File: config.mk
export PLATFORM = sky130hd
export DESIGN_NAME = fetch_redirect
export DESIGN_NICKNAME = d
export VERILOG_FILES = /design/src/rtl/fetch_pkg.sv /design/src/rtl/sat_counter16.sv /design/src/rtl/fetch_redirect.sv
export SDC_FILE = /design/constraint.sdc
export NUM_CORES = 1
export LEC_CHECK = 0
export CAP_MARGIN = 5
export CORE_AREA = 2 2 77 116
export CTS_CLUSTER_DIAMETER = 200
export DETAILED_ROUTE_END_ITERATION = 7
export DIE_AREA = 0 0 79 118
export GPL_ROUTABILITY_DRIVEN = 0
export GPL_TIMING_DRIVEN = 0
export PLACE_DENSITY = 0.74
export RECOVER_POWER = 50
export SKIP_LAST_GASP = 1
export SYNTH_ARGS = -nofsm -noshare
export SYNTH_HDL_FRONTEND = slang
export SYNTH_SLANG_ARGS = --single-unit
File: constraint.sdc
create_clock -name clk -period 2.27 [get_ports clk]
set_input_delay 0.3405 -clock clk [delete_from_list [all_inputs] [get_ports clk]]
set_output_delay 0.3405 -clock clk [all_outputs]
set_load 0.02 [all_outputs]
File: src/rtl/fetch_pkg.sv
// Shared definitions for the fetch-redirect block.
//   NOP           : canonical bubble instruction (addi x0, x0, 0)
//   fetch_state_t : redirect FSM states
package fetch_pkg;

  localparam logic [31:0] NOP = 32'h0000_0013;

  typedef enum logic [1:0] {
    RUN,
    SHADOW,
    HALT
  } fetch_state_t;

endpackage

File: src/rtl/sat_counter16.sv
// 16-bit up-counter that sticks at all-ones.
//   clk_i   : rising-edge clock
//   rst_i   : asynchronous active-high reset, clears the count
//   en_i    : increment request
//   count_o : current count
module sat_counter16 (
  input  logic        clk_i,
  input  logic        rst_i,
  input  logic        en_i,
  output logic [15:0] count_o
);

  always_ff @(posedge clk_i or posedge rst_i) begin
    if (rst_i) begin
      count_o <= 16'h0000;
    end else if (en_i && (count_o != 16'hFFFF)) begin
      count_o <= count_o + 16'h0001;
    end
  end

endmodule

File: src/rtl/fetch_redirect.sv
// Instruction-fetch PC and IF/ID register with EX-stage redirect handling.
//   clk, reset   : rising-edge clock, asynchronous active-high reset
//   Stall        : hold PC and IF/ID
//   PcSel, BrPC  : taken branch/jump and its byte target from EX
//   Instr_in     : instruction memory read data for PC
//   PC           : current fetch address
//   IfId_*       : IF/ID pipeline register (PC, instruction, valid)
//   Flush_ID     : combinational squash of the instruction entering ID/EX
//   Misalign     : sticky illegal-target flag; block halts until reset
//   Redirect_Cnt : saturating count of accepted redirects
module fetch_redirect
  import fetch_pkg::*;
#(
  parameter int unsigned PC_W = 9
) (
  input  logic            clk,
  input  logic            reset,
  input  logic            Stall,
  input  logic            PcSel,
  input  logic [31:0]     BrPC,
  input  logic [31:0]     Instr_in,
  output logic [PC_W-1:0] PC,
  output logic [PC_W-1:0] IfId_PC,
  output logic [31:0]     IfId_Instr,
  output logic            IfId_Valid,
  output logic            Flush_ID,
  output logic            Misalign,
  output logic [15:0]     Redirect_Cnt
);

  fetch_state_t state_q;

  logic target_legal;
  logic accept;

  // Target must be word aligned and fit inside the PC address space.
  assign target_legal = (BrPC[1:0] == 2'b00) && (BrPC[31:PC_W] == '0);
  assign accept       = (state_q == RUN) && PcSel && target_legal;

  // Any redirect request seen in RUN squashes the instruction behind it,
  // whether it is accepted or sends the block to HALT.
  assign Flush_ID = !reset && (state_q == RUN) && PcSel;

  always_ff @(posedge clk or posedge reset) begin
    if (reset) begin
      state_q    <= RUN;
      PC         <= '0;
      IfId_PC    <= '0;
      IfId_Instr <= NOP;
      IfId_Valid <= 1'b0;
      Misalign   <= 1'b0;
    end else begin
      unique case (state_q)
        RUN: begin
          if (PcSel) begin
            IfId_Valid <= 1'b0;
            IfId_Instr <= NOP;
            if (target_legal) begin
              PC      <= BrPC[PC_W-1:0];
              state_q <= SHADOW;
            end else begin
              Misalign <= 1'b1;
              state_q  <= HALT;
            end
          end else if (!Stall) begin
            PC         <= PC + PC_W'(3'd4);
            IfId_PC    <= PC;
            IfId_Instr <= Instr_in;
            IfId_Valid <= 1'b1;
          end
        end
        SHADOW: begin
          // EX holds the squashed bubble, so PcSel cannot be genuine here.
          state_q <= RUN;
          if (!Stall) begin
            PC         <= PC + PC_W'(3'd4);
            IfId_PC    <= PC;
            IfId_Instr <= Instr_in;
            IfId_Valid <= 1'b1;
          end
        end
        HALT: begin
          IfId_Valid <= 1'b0;
          IfId_Instr <= NOP;
        end
        default: begin
          state_q <= RUN;
        end
      endcase
    end
  end

  sat_counter16 u_redirect_cnt (
    .clk_i   (clk),
    .rst_i   (reset),
    .en_i    (accept),
    .count_o (Redirect_Cnt)
  );

endmodule

==> results of run 1 <==
per-layer routing:
| layer | part of all wire [%] | up-vias | GRT usage, % |
|---|---|---|---|
| li1 | - | 1387 | - |
| met1 | 39 | 1388 | 23.1 |
| met2 | 53 | 92 | 33.6 |
| met3 | 4.6 | 15 | 3.53 |
| met4 | 2.6 | 0 | 8.73 |
| met5 | 0 | - | 0 |
final cells by class:
type                            count  area (µm²)
Buffer                             13        58.8
Clock buffer                       11         253
Clock inverter                      2        10.0
Fill cell                         713        3300
Inverter                            5        18.8
Multi-Input combinational cell    228        1410
Sequential cell                    70        1760
Tap cell                          107         134
Timing Repair Buffer              137        1370
power by group:
group	internal (mW)	switching [mW]	total (mW)
sequential	1.54	0.194	1.74
clock	0.776	0.493	1.27
combinational	0.846	0.890	1.74
total	3.16	1.58	4.74
registers in the layout, indices dropped and copies added, names as in the netlist:
register,flops
PC,9
Misalign,1
IfId_Instr,32
IfId_Valid,1
IfId_PC,9
u_redirect_cnt.count_o,16
state_q,2
through the flow:
step / power (mW) / std cells
detailed placement: 3.57 / 559
floorplan: 2.72 / 316
CTS: 4.85 / 572
finish: 4.74 / 573
global placement: 3.52 / 559
global route: 5.00 / 573
kinds of logic (layout without fill, tap and decap cells):
| logic type | Yosys count | in the layout |
|---|---|---|
| buf+inv | 18 | 168 |
| xor+xnor | 18 | 18 |
| mux | 19 | 19 |
| compound gates | 53 | 53 |
| simple gates | 132 | 132 |
| flops | 70 | 70 |
| fa+ha+maj | 6 | 6 |
cells in the final DEF (no fill, tap or decap), drive strengths merged, types with 2 or more instances in the layout:
master / instances
a21oi: 33
nor3: 4
dfstp: 3
and3: 8
inv: 5
nand2b: 6
o21a: 3
nand4b: 3
mux2: 19
nor2b: 6
ha: 6
o21ai: 5
nand4: 8
xnor2: 14
clkdlybuf4s50: 100
nor4: 5
dlygate4sd3: 35
o22ai: 2
buf: 4
o22a: 3
nor2: 11
or2: 2
clkbuf: 21
clkinv: 2
nand3: 9
xor2: 4
dfrtp: 67
nand2: 69
worst reg2reg max path: stages (launching register included):
cell	delay, ns
dfrtp_1	0.39
ha_1	0.30
or2_2	0.17
clkbuf_1	0.35
clkbuf_1	0.47
nand2_1	0.11
a21oi_1	0.17
cell usage after synthesis (4+ instances only):
master	count
nand2_1	69
dfrtp_1	67
a21oi_1	33
mux2_2	17
xnor2_1	14
clkbuf_1	10
nor2_1	10
nand3_1	9
and3_1	8
nand4_1	8
ha_1	6
nand2b_1	6
nor2b_1	6
inv_1	5
nor4_1	5
o21ai_0	5
xor2_1	4
how the worst min path moves through the flow:
stage | end
final | Misalign$_DFFE_PP0P_
after global routing | IfId_PC[3]$_DFFE_PP0P_
after CTS | Misalign$_DFFE_PP0P_
after detailed placement | Misalign$_DFFE_PP0P_
after global placement | Misalign$_DFFE_PP0P_
after floorplan | IfId_Instr[10]$_DFFE_PP0P_
what timing repair did:
action | in CTS | in global routing
buffers inserted | 0 | 1
endpoints found under the setup margin | 3 | 9
hold buffers | 0 | 0
pin swaps | 1 | 1
gates resized for setup | 3 | 1
==> results.py, run 1 <==
metrics = {
    "yosys": {
        "synth_area_um2": 3230,
        "yosysTopAreaCellShare_pct": 51.9,
        "synth_edf_count": 0,
        "synth-simple-area-share_pct": 19.6,
        "synthArstFlopShare_pct": 100,
        "synth_top_family_by_area": "simple AND/OR/NAND/NOR gates",
        "synthMuxAreaShare_pct": 6.73,
        "synth_xor_area_share_pct": 4.88,
        "ys_warn_count": 0,
        "ys_ff_latch": 70,
        "yosys-top-cells-area": "dfrtp_1 52%, nand2_1 8.0%, mux2_2 5.9%, a21oi_1 5.1%, xnor2_1 3.8%",
        "avgSynthCellArea_um2": 10.2,
        "synth_compound_area_share_pct": 9.79,
        "synthFlopType": "dfrtp_1",
        "yosysSeqAreaShare_pct": 54.3,
        "synthAdderAreaFrac_pct": 2.32,
        "syn_nets": 390,
        "synth.largest_area_cell": "dfrtp_1",
        "syn_inst": 316,
        "yosysUniqueCellTypes": 39,
    },
    "setup_path": {
        "r2r_setup_slack_ns": 0.25,
        "end_kind": "flip-flop",
        "cp.required_ns": 2.48,
        "cp_max_fo": 7,
        "worstReg2RegEnd": "IfId_Instr[11]$_DFFE_PP0P_",
        "reg2regPathDepth": 6,
        "cp_top_family": "simple AND/OR/NAND/NOR gates",
        "cpMaxStageDelayCell": "clkdlybuf4s50_1",
        "crit_start": "BrPC[0]",
        "rr_startpoint": "state_q[0]$_DFFE_PP0P_",
        "worstSetupPathType": "input port to flip-flop",
        "max_stage_delay_ns": 0.46,
        "path_cells": "clkdlybuf4s50_1 > nor4_2 > nand4_1 > nor3_4 > nand2_1 > mux2_4",
        "start_kind": "input port",
        "endpoint": "u_redirect_cnt.count_o[1]$_DFFE_PP0P_",
        "worst-path-stages": 6,
        "arrival_ns": 2.35,
        "critPathBufInv": 1,
    },
    "floorplan": {
        "rows": 41,
        "dieArea_um2": 9320,
        "start_util_pct": 38.9,
        "die_w_um": 79,
        "die-height_um": 118,
        "io_pins": 137,
        "core-area_um2": 8310,
    },
    "finish": {
        "drive_gt1_share_pct": 10.1,
        "syn_to_final_growth_pct": 54.9,
        "nNetsFinal": 538,
        "final_area_um2": 5010,
        "diodes": 0,
        "final_util_pct": 60.3,
    },
    "clock_tree": {
        "cts.sinks": 70,
        "root_buffer": "clkbuf_16",
        "cts_tree": "yes",
        "clock_path_buffers": 2,
        "cts_buffers": 9,
        "htree_levels": 3,
        "clkSlewWorstSetupHoldPaths_ns": 0.05,
        "clk_latency_ns": 0.33,
    },
    "timing": {
        "slew_violations": 0,
        "final.setup_skew_ns": 0.00563,
        "final.setup.tns_ns": 0,
        "min_period_ns": 2.13,
        "worst_pin_slew_ns": 1.47,
        "rsz0062_at_grt": "false",
        "hold_violations": 0,
        "holdWs_ns": 0.477,
        "setup_viol_count_final": 0,
        "fmax_ghz": 0.469,
        "final.period_utilization_pct": 94.0,
        "timing.slew.headroom_pct": 2.28,
        "setup_ws_ns": 0.136,
    },
    "min_path": {
        "hold_class": "flip-flop to flip-flop",
        "hold_start": "Misalign$_DFFE_PP0P_",
        "hold_depth": 1,
    },
    "power": {
        "power_density_nw_per_um2": 947,
        "power_leakage_nw": 2.20,
        "max-vdd-ir-drop_mv": 0.573,
    },
    "detailed_routing": {
        "antenna_left": 0,
        "routed_wl_um": 8710,
        "drc": 0,
        "first_iter_violations": 157,
        "avgRoutedWirePerCell_um": 15.2,
        "vias": 2882,
        "vias_per_cell": 5.03,
        "first_pass_iters": 4,
    },
    "place": {
        "io_buffers": 136,
        "pre_cts_slack_ns": -0.369,
        "dp_hpwl_um": 6390,
        "post_dp_cell_area_um2": 4730,
    },
    "grt": {
        "grt_max_degree": 71,
        "antenna_found_initial": 0,
        "grt_pass1_wl_um": 14000,
        "grt_use_total_pct": 19.5,
        "overflow": 0,
        "grt_pass1_vias": 2910,
    },
    "outcome": {
        "status": "finished clean",
    },
    "run": {
        "cap_violations": 0,
    },
}
Power figures use the tool's default switching activity.
==> run 2, diff against run 1 <==
Settings changed: CORE_AREA 2 2 77 116 to 2 2 86 104, DIE_AREA 0 0 79 118 to 0 0 88 106.
==> run 2 against run 1 <==
Final cell count is 2.1% higher. Global-route usage is 1.8 points lower. Clock power is 12% lower. Via count is 1.9% lower. Sequential cell count stayed put. Critical endpoint is now u_redirect_cnt.count_o[14]$_DFFE_PP0P_. Highest routed layer unchanged.
==> results.py, run 2 (synthesized netlist as in run 1, its figures left out) <==
metrics = {
    "timing": {
        "worst_pin_slew_ns": 1.45,
        "rsz0062_at_grt": "false",
        "hold_violations": 0,
        "setup_viol_count_final": 0,
        "min_period_ns": 2.05,
        "fmax_ghz": 0.487,
        "final.period_utilization_pct": 90.5,
        "slew_violations": 0,
        "timing.slew.headroom_pct": 3.54,
        "holdWs_ns": 0.490,
        "final.setup_skew_ns": 0.00696,
    },
    "finish": {
        "final_util_pct": 59.3,
        "largest_register": "IfId_Instr",
        "fin_cells": 585,
        "reg.largest.list": "IfId_Instr x32, u_redirect_cnt.count_o x16",
        "n_fill_cell": 746,
        "final_common_cell": "clkdlybuf4s50_1",
        "final_area_um2": 4970,
        "syn_to_final_growth_pct": 53.6,
        "drive_gt1_share_pct": 10.3,
        "nNetsFinal": 537,
        "largest_reg_flops": 32,
        "layout_common_cells": "102 x clkdlybuf4s50_1, 68 x nand2_1, 67 x dfrtp_1",
        "diodes": 0,
    },
    "floorplan": {
        "start_util_pct": 38.6,
        "rows": 37,
        "die-height_um": 106,
        "dieArea_um2": 9330,
        "die_w_um": 88,
        "io_pins": 137,
        "core-area_um2": 8380,
    },
    "place": {
        "io_buffers": 136,
        "post_dp_cell_area_um2": 4740,
        "dp.cells": 569,
        "dp_hpwl_um": 6000,
    },
    "clock_tree": {
        "cts_buffers": 9,
        "clock_path_buffers": 2,
        "hold_buffers": 0,
        "cts.sinks": 70,
        "cts_tree": "yes",
        "htree_levels": 3,
        "clk_latency_ns": 0.33,
        "cts.repair_timing.setup_buffer_count": 0,
        "root_buffer": "clkbuf_8",
        "clkSlewWorstSetupHoldPaths_ns": 0.08,
    },
    "power": {
        "internal_power_mw": 3.03,
        "power_leakage_nw": 2.15,
        "power_frac_seq_pct": 38.0,
        "power_density_nw_per_um2": 923,
        "max-vdd-ir-drop_mv": 0.453,
        "clock_power_share_pct": 24.4,
        "p_switching_mw": 1.55,
        "pwr-share-comb_pct": 37.6,
        "swShare_pct": 33.8,
    },
    "setup_path": {
        "cp_max_fo": 8,
        "path_cells": "clkdlybuf4s50_1 > nor4_1 > nand4_1 > nor3_4 > nand4_1 > mux2_1",
        "start_kind": "input port",
        "arrival_ns": 2.27,
        "worstSetupPathType": "input port to flip-flop",
        "cp_top_family": "simple AND/OR/NAND/NOR gates",
        "crit_top_cell": "nand4_1",
        "cp.required_ns": 2.49,
        "cpMaxStageDelayCell": "nor3_4",
        "critPathBufInv": 1,
        "max_stage_delay_ns": 0.47,
        "end_kind": "flip-flop",
    },
    "detailed_routing": {
        "vias": 2827,
        "avgRoutedWirePerCell_um": 13.9,
        "drc": 0,
        "routed_wl_um": 8110,
        "antenna_left": 0,
        "first_iter_violations": 131,
        "vias_per_cell": 4.83,
        "first_pass_iters": 4,
    },
    "grt": {
        "grt_pass1_vias": 2831,
        "grt_max_degree": 71,
        "grt_pass1_wl_um": 13000,
        "antenna_found_initial": 0,
        "grt_use_total_pct": 17.6,
        "overflow": 0,
    },
    "min_path": {
        "hold_class": "flip-flop to flip-flop",
    },
    "run": {
        "cap_violations": 0,
    },
    "outcome": {
        "status": "finished clean",
    },
}
## run 2: layout make-up
| type | count | area (µm²) | share of cell area (%) |
|---|---|---|---|
| sequential | 70 | 1760 | 35.3 |
| multi-input combinational | 228 | 1410 | 28.3 |
| timing repair buffer | 136 | 1360 | 27.4 |
| tap | 117 | 146 | 2.95 |
| clock buffer | 10 | 138 | 2.77 |
| clock inverter | 6 | 85.1 | 1.71 |
| buffer | 13 | 58.8 | 1.18 |
| inverter | 5 | 18.8 | 0.378 |
## run 2: path summary, 6_finish.rpt
check | start | end | slack, ns | cells past startpoint
setup / recovery | BrPC[0] | u_redirect_cnt.count_o[14]$_DFFE_PP0P_ | 0.22 | 6
hold / removal | Misalign$_DFFE_PP0P_ | Misalign$_DFFE_PP0P_ | 0.49 | 1
setup reg to reg | state_q[0]$_DFFE_PP0P_ | IfId_PC[4]$_DFFE_PP0P_ | 0.23 | 6
hold reg to reg | Misalign$_DFFE_PP0P_ | Misalign$_DFFE_PP0P_ | 0.49 | 1
max in group asynchronous | reset | IfId_Instr[31]$_DFFE_PP0P_ | 0.49 | 2
min in group asynchronous | reset | PC[2]$_DFFE_PP0P_ | 0.88 | 2
## run 2: through the flow
| stage | TNS (ns) | setup WS (ns) | power [mW] |
|---|---|---|---|
| after floorplan | 0 | 0.166 | 2.72 |
| after global placement | -73.50 | -1.05 | 3.51 |
| after detailed placement | -2.24 | -0.185 | 3.56 |
| after CTS | 0 | 0.193 | 4.69 |
| after global routing | 0 | 0.0496 | 4.86 |
| final | 0 | 0.217 | 4.58 |
## run 2: timing repair
item,in CTS,in global routing
endpoints found under the setup margin,1,0
resized for setup,3,0
endpoints found under the hold margin,0,0
## run 2: per-layer routing
layer,share of wire (%),up-vias,global-route usage (%)
li1,-,1384,-
met5,0,-,0
met1,43,1332,21.8
met3,6.4,14,4.11
met4,2.2,0,8.02
met2,49,97,28.9
## run 2: power by group through the flow
stage / combinational, mW / sequential [mW] / clock, mW
after floorplan: 0.649 / 2.07 / 0
after global placement: 1.75 / 1.76 / 0
after detailed placement: 1.78 / 1.78 / 0
after CTS: 1.79 / 1.75 / 1.15
after global routing: 1.87 / 1.78 / 1.20
final: 1.73 / 1.74 / 1.12
